### config.mk
export PLATFORM = sky130hd
export DESIGN_NAME = rv32i_core_sequencer
export DESIGN_NICKNAME = d
export VERILOG_FILES = /design/src/rtl/rv32i_pkg.sv /design/src/rtl/rv32i_bus_timeout.sv /design/src/rtl/rv32i_core_sequencer.sv
export SDC_FILE = /design/constraint.sdc
export NUM_CORES = 1
export LEC_CHECK = 0
export CAP_MARGIN = 20
export CELL_PAD_IN_SITES_DETAIL_PLACEMENT = 1
export CELL_PAD_IN_SITES_GLOBAL_PLACEMENT = 1
export CORE_ASPECT_RATIO = 0.9
export CORE_MARGIN = 5
export CORE_UTILIZATION = 35
export CTS_CLUSTER_DIAMETER = 40
export DETAILED_ROUTE_END_ITERATION = 10
export GPL_TIMING_DRIVEN = 0
export PLACE_DENSITY = 0.77
export SETUP_SLACK_MARGIN = 0.15
export SYNTH_ARGS = -nofsm -noshare
export SYNTH_HDL_FRONTEND = slang
export SYNTH_SLANG_ARGS = --single-unit
### constraint.sdc
create_clock -name clk -period 1.98 [get_ports clk]
set_input_delay 0.198 -clock clk [delete_from_list [all_inputs] [get_ports clk]]
set_output_delay 0.198 -clock clk [all_outputs]
set_load 0.1 [all_outputs]
### src/rtl/rv32i_pkg.sv
// Shared encodings for the RV32I multi-cycle sequencer: opcodes, FSM states,
// PC source select, trap causes and the decoded instruction class.
package rv32i_pkg;

  localparam logic [6:0] OPC_LOAD   = 7'b0000011;
  localparam logic [6:0] OPC_STORE  = 7'b0100011;
  localparam logic [6:0] OPC_BRANCH = 7'b1100011;
  localparam logic [6:0] OPC_JAL    = 7'b1101111;
  localparam logic [6:0] OPC_JALR   = 7'b1100111;
  localparam logic [6:0] OPC_OP     = 7'b0110011;
  localparam logic [6:0] OPC_OP_IMM = 7'b0010011;
  localparam logic [6:0] OPC_LUI    = 7'b0110111;
  localparam logic [6:0] OPC_AUIPC  = 7'b0010111;

  typedef enum logic [2:0] {
    ST_FETCH     = 3'd0,
    ST_DECODE    = 3'd1,
    ST_EXECUTE   = 3'd2,
    ST_MEM       = 3'd3,
    ST_WRITEBACK = 3'd4,
    ST_TRAP      = 3'd5
  } state_e;

  typedef enum logic [1:0] {
    PC_SEQ    = 2'd0,
    PC_BRANCH = 2'd1,
    PC_JUMP   = 2'd2,
    PC_TRAP   = 2'd3
  } pc_src_e;

  typedef enum logic [1:0] {
    CAUSE_NONE    = 2'd0,
    CAUSE_IRQ     = 2'd1,
    CAUSE_ILLEGAL = 2'd2,
    CAUSE_BUS     = 2'd3
  } trap_cause_e;

  // Coarse instruction class; all the sequencer needs to choose a path.
  typedef enum logic [2:0] {
    CLS_ALU,
    CLS_BRANCH,
    CLS_JUMP,
    CLS_LOAD,
    CLS_STORE,
    CLS_ILLEGAL
  } op_class_e;

  function automatic op_class_e classify(input logic [6:0] opc);
    op_class_e cls;
    case (opc)
      OPC_LOAD:                              cls = CLS_LOAD;
      OPC_STORE:                             cls = CLS_STORE;
      OPC_BRANCH:                            cls = CLS_BRANCH;
      OPC_JAL, OPC_JALR:                     cls = CLS_JUMP;
      OPC_OP, OPC_OP_IMM, OPC_LUI, OPC_AUIPC: cls = CLS_ALU;
      default:                               cls = CLS_ILLEGAL;
    endcase
    return cls;
  endfunction

endpackage

### src/rtl/rv32i_bus_timeout.sv
// Data-memory wait counter. expired flags the cycle whose increment would
// bring the count to MEM_TIMEOUT, so the sequencer can leave MEM that cycle.
module rv32i_bus_timeout
  import rv32i_pkg::*;
#(
  parameter int MEM_TIMEOUT = 15
) (
  input  logic clk,
  input  logic reset,
  input  logic en,
  input  logic clr,
  output logic expired
);

  localparam logic [7:0] LAST_COUNT = 8'(MEM_TIMEOUT - 1);

  logic [7:0] count_q, count_d;

  // Next count: clear wins over increment, otherwise hold
  always_comb begin
    count_d = count_q;
    if (clr) begin
      count_d = '0;
    end else if (en) begin
      count_d = count_q + 8'd1;
    end
  end

  // Count register
  always_ff @(posedge clk or negedge reset) begin
    if (!reset) begin
      count_q <= '0;
    end else begin
      count_q <= count_d;
    end
  end

  assign expired = (count_q == LAST_COUNT);

endmodule

### src/rtl/rv32i_core_sequencer.sv
// Multi-cycle RV32I control sequencer: FETCH/DECODE/EXECUTE/MEM/WRITEBACK
// with trap vectoring for interrupts, illegal opcodes and bus timeouts.
module rv32i_core_sequencer
  import rv32i_pkg::*;
#(
  parameter int MEM_TIMEOUT = 15,
  parameter int CNT_WIDTH   = 32
) (
  input  logic                 clk,
  input  logic                 reset,
  input  logic [6:0]           opcode,
  input  logic                 branch_cond,
  input  logic                 mem_ack,
  input  logic                 interrupt_req,
  input  logic                 stall_in,
  output logic [2:0]           state,
  output logic                 ir_load,
  output logic                 pc_write,
  output logic [1:0]           pc_src,
  output logic                 reg_write_en,
  output logic                 mem_req,
  output logic                 mem_we,
  output logic                 trap_taken,
  output logic [1:0]           trap_cause,
  output logic                 exception,
  output logic [CNT_WIDTH-1:0] retired
);

  state_e               state_q, state_d;
  op_class_e            cls_q, cls_d;
  trap_cause_e          cause_q, cause_d;
  logic                 irq_pending_q, irq_pending_d;
  logic [CNT_WIDTH-1:0] retired_q, retired_d;
  pc_src_e              pc_src_sel;
  logic                 tmo_en, tmo_clr, tmo_expired;

  rv32i_bus_timeout #(
    .MEM_TIMEOUT(MEM_TIMEOUT)
  ) u_bus_timeout (
    .clk    (clk),
    .reset  (reset),
    .en     (tmo_en),
    .clr    (tmo_clr),
    .expired(tmo_expired)
  );

  // Next state, strobes and trap bookkeeping; stall freezes progress but not the irq latch set
  always_comb begin
    state_d       = state_q;
    cls_d         = cls_q;
    cause_d       = cause_q;
    irq_pending_d = irq_pending_q | interrupt_req;
    ir_load       = 1'b0;
    pc_write      = 1'b0;
    pc_src_sel    = PC_SEQ;
    reg_write_en  = 1'b0;
    mem_req       = 1'b0;
    mem_we        = 1'b0;
    trap_taken    = 1'b0;
    tmo_en        = 1'b0;
    tmo_clr       = 1'b0;

    // The memory request is a level that survives stalls; it drops with reset.
    if (reset && state_q == ST_MEM) begin
      mem_req = 1'b1;
      mem_we  = (cls_q == CLS_STORE);
    end

    if (reset && !stall_in) begin
      case (state_q)
        ST_FETCH: begin
          if (irq_pending_q) begin
            state_d       = ST_TRAP;
            cause_d       = CAUSE_IRQ;
            irq_pending_d = 1'b0;
          end else begin
            ir_load = 1'b1;
            state_d = ST_DECODE;
          end
        end
        ST_DECODE: begin
          cls_d = classify(opcode);
          if (cls_d == CLS_ILLEGAL) begin
            state_d = ST_TRAP;
            cause_d = CAUSE_ILLEGAL;
          end else begin
            state_d = ST_EXECUTE;
          end
        end
        ST_EXECUTE: begin
          case (cls_q)
            CLS_BRANCH: begin
              pc_write   = 1'b1;
              pc_src_sel = branch_cond ? PC_BRANCH : PC_SEQ;
              state_d    = ST_FETCH;
            end
            CLS_JUMP: begin
              reg_write_en = 1'b1;
              pc_write     = 1'b1;
              pc_src_sel   = PC_JUMP;
              state_d      = ST_FETCH;
            end
            CLS_LOAD, CLS_STORE: state_d = ST_MEM;
            default:             state_d = ST_WRITEBACK;
          endcase
        end
        ST_MEM: begin
          // An ack arriving on the expiry cycle still completes the access.
          if (mem_ack) begin
            tmo_clr = 1'b1;
            if (cls_q == CLS_STORE) begin
              pc_write = 1'b1;
              state_d  = ST_FETCH;
            end else begin
              state_d = ST_WRITEBACK;
            end
          end else begin
            tmo_en = 1'b1;
            if (tmo_expired) begin
              tmo_clr = 1'b1;
              state_d = ST_TRAP;
              cause_d = CAUSE_BUS;
            end
          end
        end
        ST_WRITEBACK: begin
          reg_write_en = 1'b1;
          pc_write     = 1'b1;
          state_d      = ST_FETCH;
        end
        ST_TRAP: begin
          pc_write   = 1'b1;
          pc_src_sel = PC_TRAP;
          trap_taken = 1'b1;
          state_d    = ST_FETCH;
        end
        default: state_d = ST_FETCH;
      endcase
    end

    // Every non-trap PC update marks an instruction completing.
    retired_d = retired_q;
    if (pc_write && pc_src_sel != PC_TRAP) begin
      retired_d = retired_q + CNT_WIDTH'(1);
    end
  end

  // Sequencer registers
  always_ff @(posedge clk or negedge reset) begin
    if (!reset) begin
      state_q       <= ST_FETCH;
      cls_q         <= CLS_ALU;
      cause_q       <= CAUSE_NONE;
      irq_pending_q <= 1'b0;
      retired_q     <= '0;
    end else begin
      state_q       <= state_d;
      cls_q         <= cls_d;
      cause_q       <= cause_d;
      irq_pending_q <= irq_pending_d;
      retired_q     <= retired_d;
    end
  end

  assign state      = state_q;
  assign pc_src     = pc_src_sel;
  assign trap_cause = cause_q;
  assign exception  = (cause_q == CAUSE_ILLEGAL) || (cause_q == CAUSE_BUS);
  assign retired    = retired_q;

endmodule
==> summary.txt, run 1 <==
Timing
  • Fin Hold WS: 0.476 ns
  • Minimum clock period: 2.16 ns
  • Clock skew: 0.0136 ns
  • Hold Violations, Final: 0
  • RSZ-0062 raised after global routing: true
  • Fmax: 464 MHz
  • Relative slew slack: 35.8%
  • Final Slew Violations: 0
  • Setup TNS: -1.55 ns
  • Fin crit share: 109%
  • # setup viols final: 19
  • Setup WS post-layout: -0.176 ns
  • Worst-margin pin slew: 0.966 ns

Job
  • Maxcap violations: 0

Min path
  • Hold_sp: interrupt_req
  • Min-delay worst type: input pin to flip-flop

Setup path
  • Crit. End Element: flip-flop
  • Logic depth of the worst setup path including buffers: 6
  • Crit path cell chain: nor3b_4, nand2_1, o221a_4, buf_6, or4_4, xnor2_2
  • Critical path startpoint category: flip-flop
  • Setup crit end: retired[5]
  • FF-to-FF path depth: 6
  • Crit Path Category: flip-flop to flip-flop
  • CP Launch Point: cls_q[1]
  • R2R setup slack: -0.18 ns
  • CP peak stage delay: 0.51 ns
  • FF-to-FF Start: cls_q[1]
  • Critical path arrival: 2.38 ns
  • R2r endpoint: retired[5]
  • CP max stage cell: dfrtp_1
  • Top Family by Delay on Critical Path: simple AND/OR/NAND/NOR gates
  • Max FO, Critical Path: 7
  • Critical path buffer and inverter count: 1
  • Critical Path RT: 2.20 ns

Global routing
  • Number of antenna violations at the first check in global routing: 0
  • GRT Util Overall: 20.2%
  • Largest net degree at the start of global routing: 24
  • GRT overflow: 0
  • Vias in the first global route: 2704
  • First-pass GRT wire length: 15.0 mm

Floorplanning
  • Die H: 93.6 um
  • Rows: 30
  • Standard cell core area: 7540 um^2
  • Die W: 103 um
  • Die area: 9620 um^2
  • Ports: 59
  • Starting Density: 36.0%

Power and ir drop
  • Peak VDD IR: 0.408 mV
  • Power per standard cell area: 880 nW/um^2
  • Pwr Total: 4.03 mW
  • LEAKAGE: 2.04 nW

Clock network
  • CTS tree: done
  • Clock latency on the worst-skew pair: 0.32 ns
  • Number of CTS-inserted buffers: 5
  • CTS Sinks: 49
  • CTS H-tree lvls: 2
  • Clock root cell: clkbuf_8
  • Clock-pin slew on the worst setup and hold paths: 0.10 ns
  • Bufs on Longest Clock Path: 2

Synth
  • Ys async rst share: 100%
  • Count leader, synth: dfrtp_1
  • Yosys top cell area share: 45.2%
  • Yosys Warn Count: 0
  • Cell Area, Synth: 2720 um^2
  • Register area share after synthesis: 45.2%
  • Number of flops mapped to enable cells by yosys: 0
  • Ranking of synthesized cells by area: dfrtp_1, xnor2_1, nand4_1, xor2_1, nand2_1
  • Synth Flop Type: dfrtp_1
  • Post-synth top cells: dfrtp_1, nand2_1, nand4_1
  • Syn_nets: 295
  • Post-synth top area cell: dfrtp_1
  • Post-synthesis cell type count: 53
  • Syn avg cell area: 9.73 um^2
  • Syn Inst Count: 279
  • Post-synthesis register bit count: 49

Drt
  • Routed vias/inst: 5.67
  • DRC: 0
  • Total wire length: 10.6 mm
  • DRT Pass-1 Iters: 4
  • WL/cell: 22.0 um
  • Via Count: 2735
  • Antenna viol nets, final: 0
  • DRT iter0 DRCs: 134

Final layout
  • Final #Nets: 401
  • Ant diodes: 0
  • Layout cells sized above 1: 43.3%
  • Design Area, Final: 4580 um^2
  • Layout Utilization: 60.7%
  • Area growth syn-to-layout: 68.6%
  • Non-Filler Instances: 482

Placed design
  • Port Buffer Count: 58
  • Cells after DPL: 434
  • DP HPWL: 5.44 mm
  • Dpl ws: -1.48 ns
  • GPL Wtd Cong: 0.767
  • Dpl cell area: 3690 um^2

Status
  • Status: complete, but fails checks
  • Violated checks: setup timing
cells in the final DEF (no fill, tap or decap), types with 5 or more instances in the layout:
cell type	count
nor2_1	12
buf_6	13
o21ai_0	14
dlygate4sd2_1	9
dfrtp_4	17
dfrtp_2	12
xor2_1	12
xnor2_1	18
nand3_1	9
nor4_4	8
nand4_1	22
clkdlybuf4s15_1	14
clkdlybuf4s50_1	10
dfrtp_1	20
clkbuf_2	13
nand2_1	18
buf_12	12
nor3_4	5
clkbuf_8	7
buf_8	5
inv_1	7
buf_4	21
routing by layer:
layer / global-route usage [%] / wire (um)
met2: 34.0 / 5420
met4: 6.26 / 404
met3: 2.76 / 430
met5: 0 / 0
met1: 26.7 / 4330
flip-flops by register name, summed over array words and instances (netlist names):
name	flops
irq_pending_q	1
cls_q	3
u_bus_timeout.count_q	8
state	3
trap_cause	2
retired	32
power breakdown:
part	switching, mW	total, mW	internal, mW	leakage (nW)
combinational	1.34	1.91	0.571	1.37
sequential	0.195	1.33	1.14	0.606
clock	0.369	0.782	0.413	0.0585
total	1.91	4.03	2.12	2.04
how the worst min path moves through the flow:
stage	end	slack, ns	depth (start not counted)
floorplan	cls_q[0]	-0.1	0
global placement	retired[31]	0.45	1
detailed placement	retired[27]	0.24	1
CTS	retired[31]	0.47	1
global route	irq_pending_q	0.47	2
finish	irq_pending_q	0.48	2
cells by family after synthesis:
| kind of cell | count (synthesis) | share of synthesized area (%) |
|---|---|---|
| and+or+nand+nor | 130 | 28.0 |
| DFF | 49 | 45.2 |
| AOI/OAI and AO/OA | 42 | 10.3 |
| xor gates and xnor gates | 33 | 10.9 |
| buffers and inverters | 20 | 3.46 |
| adders and majority gates | 3 | 1.38 |
| muxes | 2 | 0.829 |
timing repair:
item	4_1_cts	5_1_grt
cloned	2	2
pin swaps	30	30
gates resized for setup	153	79
hold buffers	6	0
endpoints found under the setup margin	88	68
buffers inserted	13	17
hold endpoints to repair	35	0
layout make-up:
class                      instances  area (um^2)
buffer                            11          138
clock buffer                       7         86.3
clock inverter                     1         30.0
fill                             779         2970
inverter                           9         50.0
multi-input combinational        210         1780
sequential                        49         1310
tap                               96          120
timing repair buffer              99         1070
(Power assumes the default switching activity.)
==> run 2: changes to the inputs <==
Settings changed: CTS_CLUSTER_DIAMETER 40 to not set.
==> results of run 2 <==
Same layout as run 1: the final DEF is identical, and so are final timing and power.
==> run 3: changes to the inputs <==
Settings changed: CTS_CLUSTER_DIAMETER set to 200.
==> results of run 3 <==
Same layout as run 1: the final DEF is identical, and so are final timing and power.
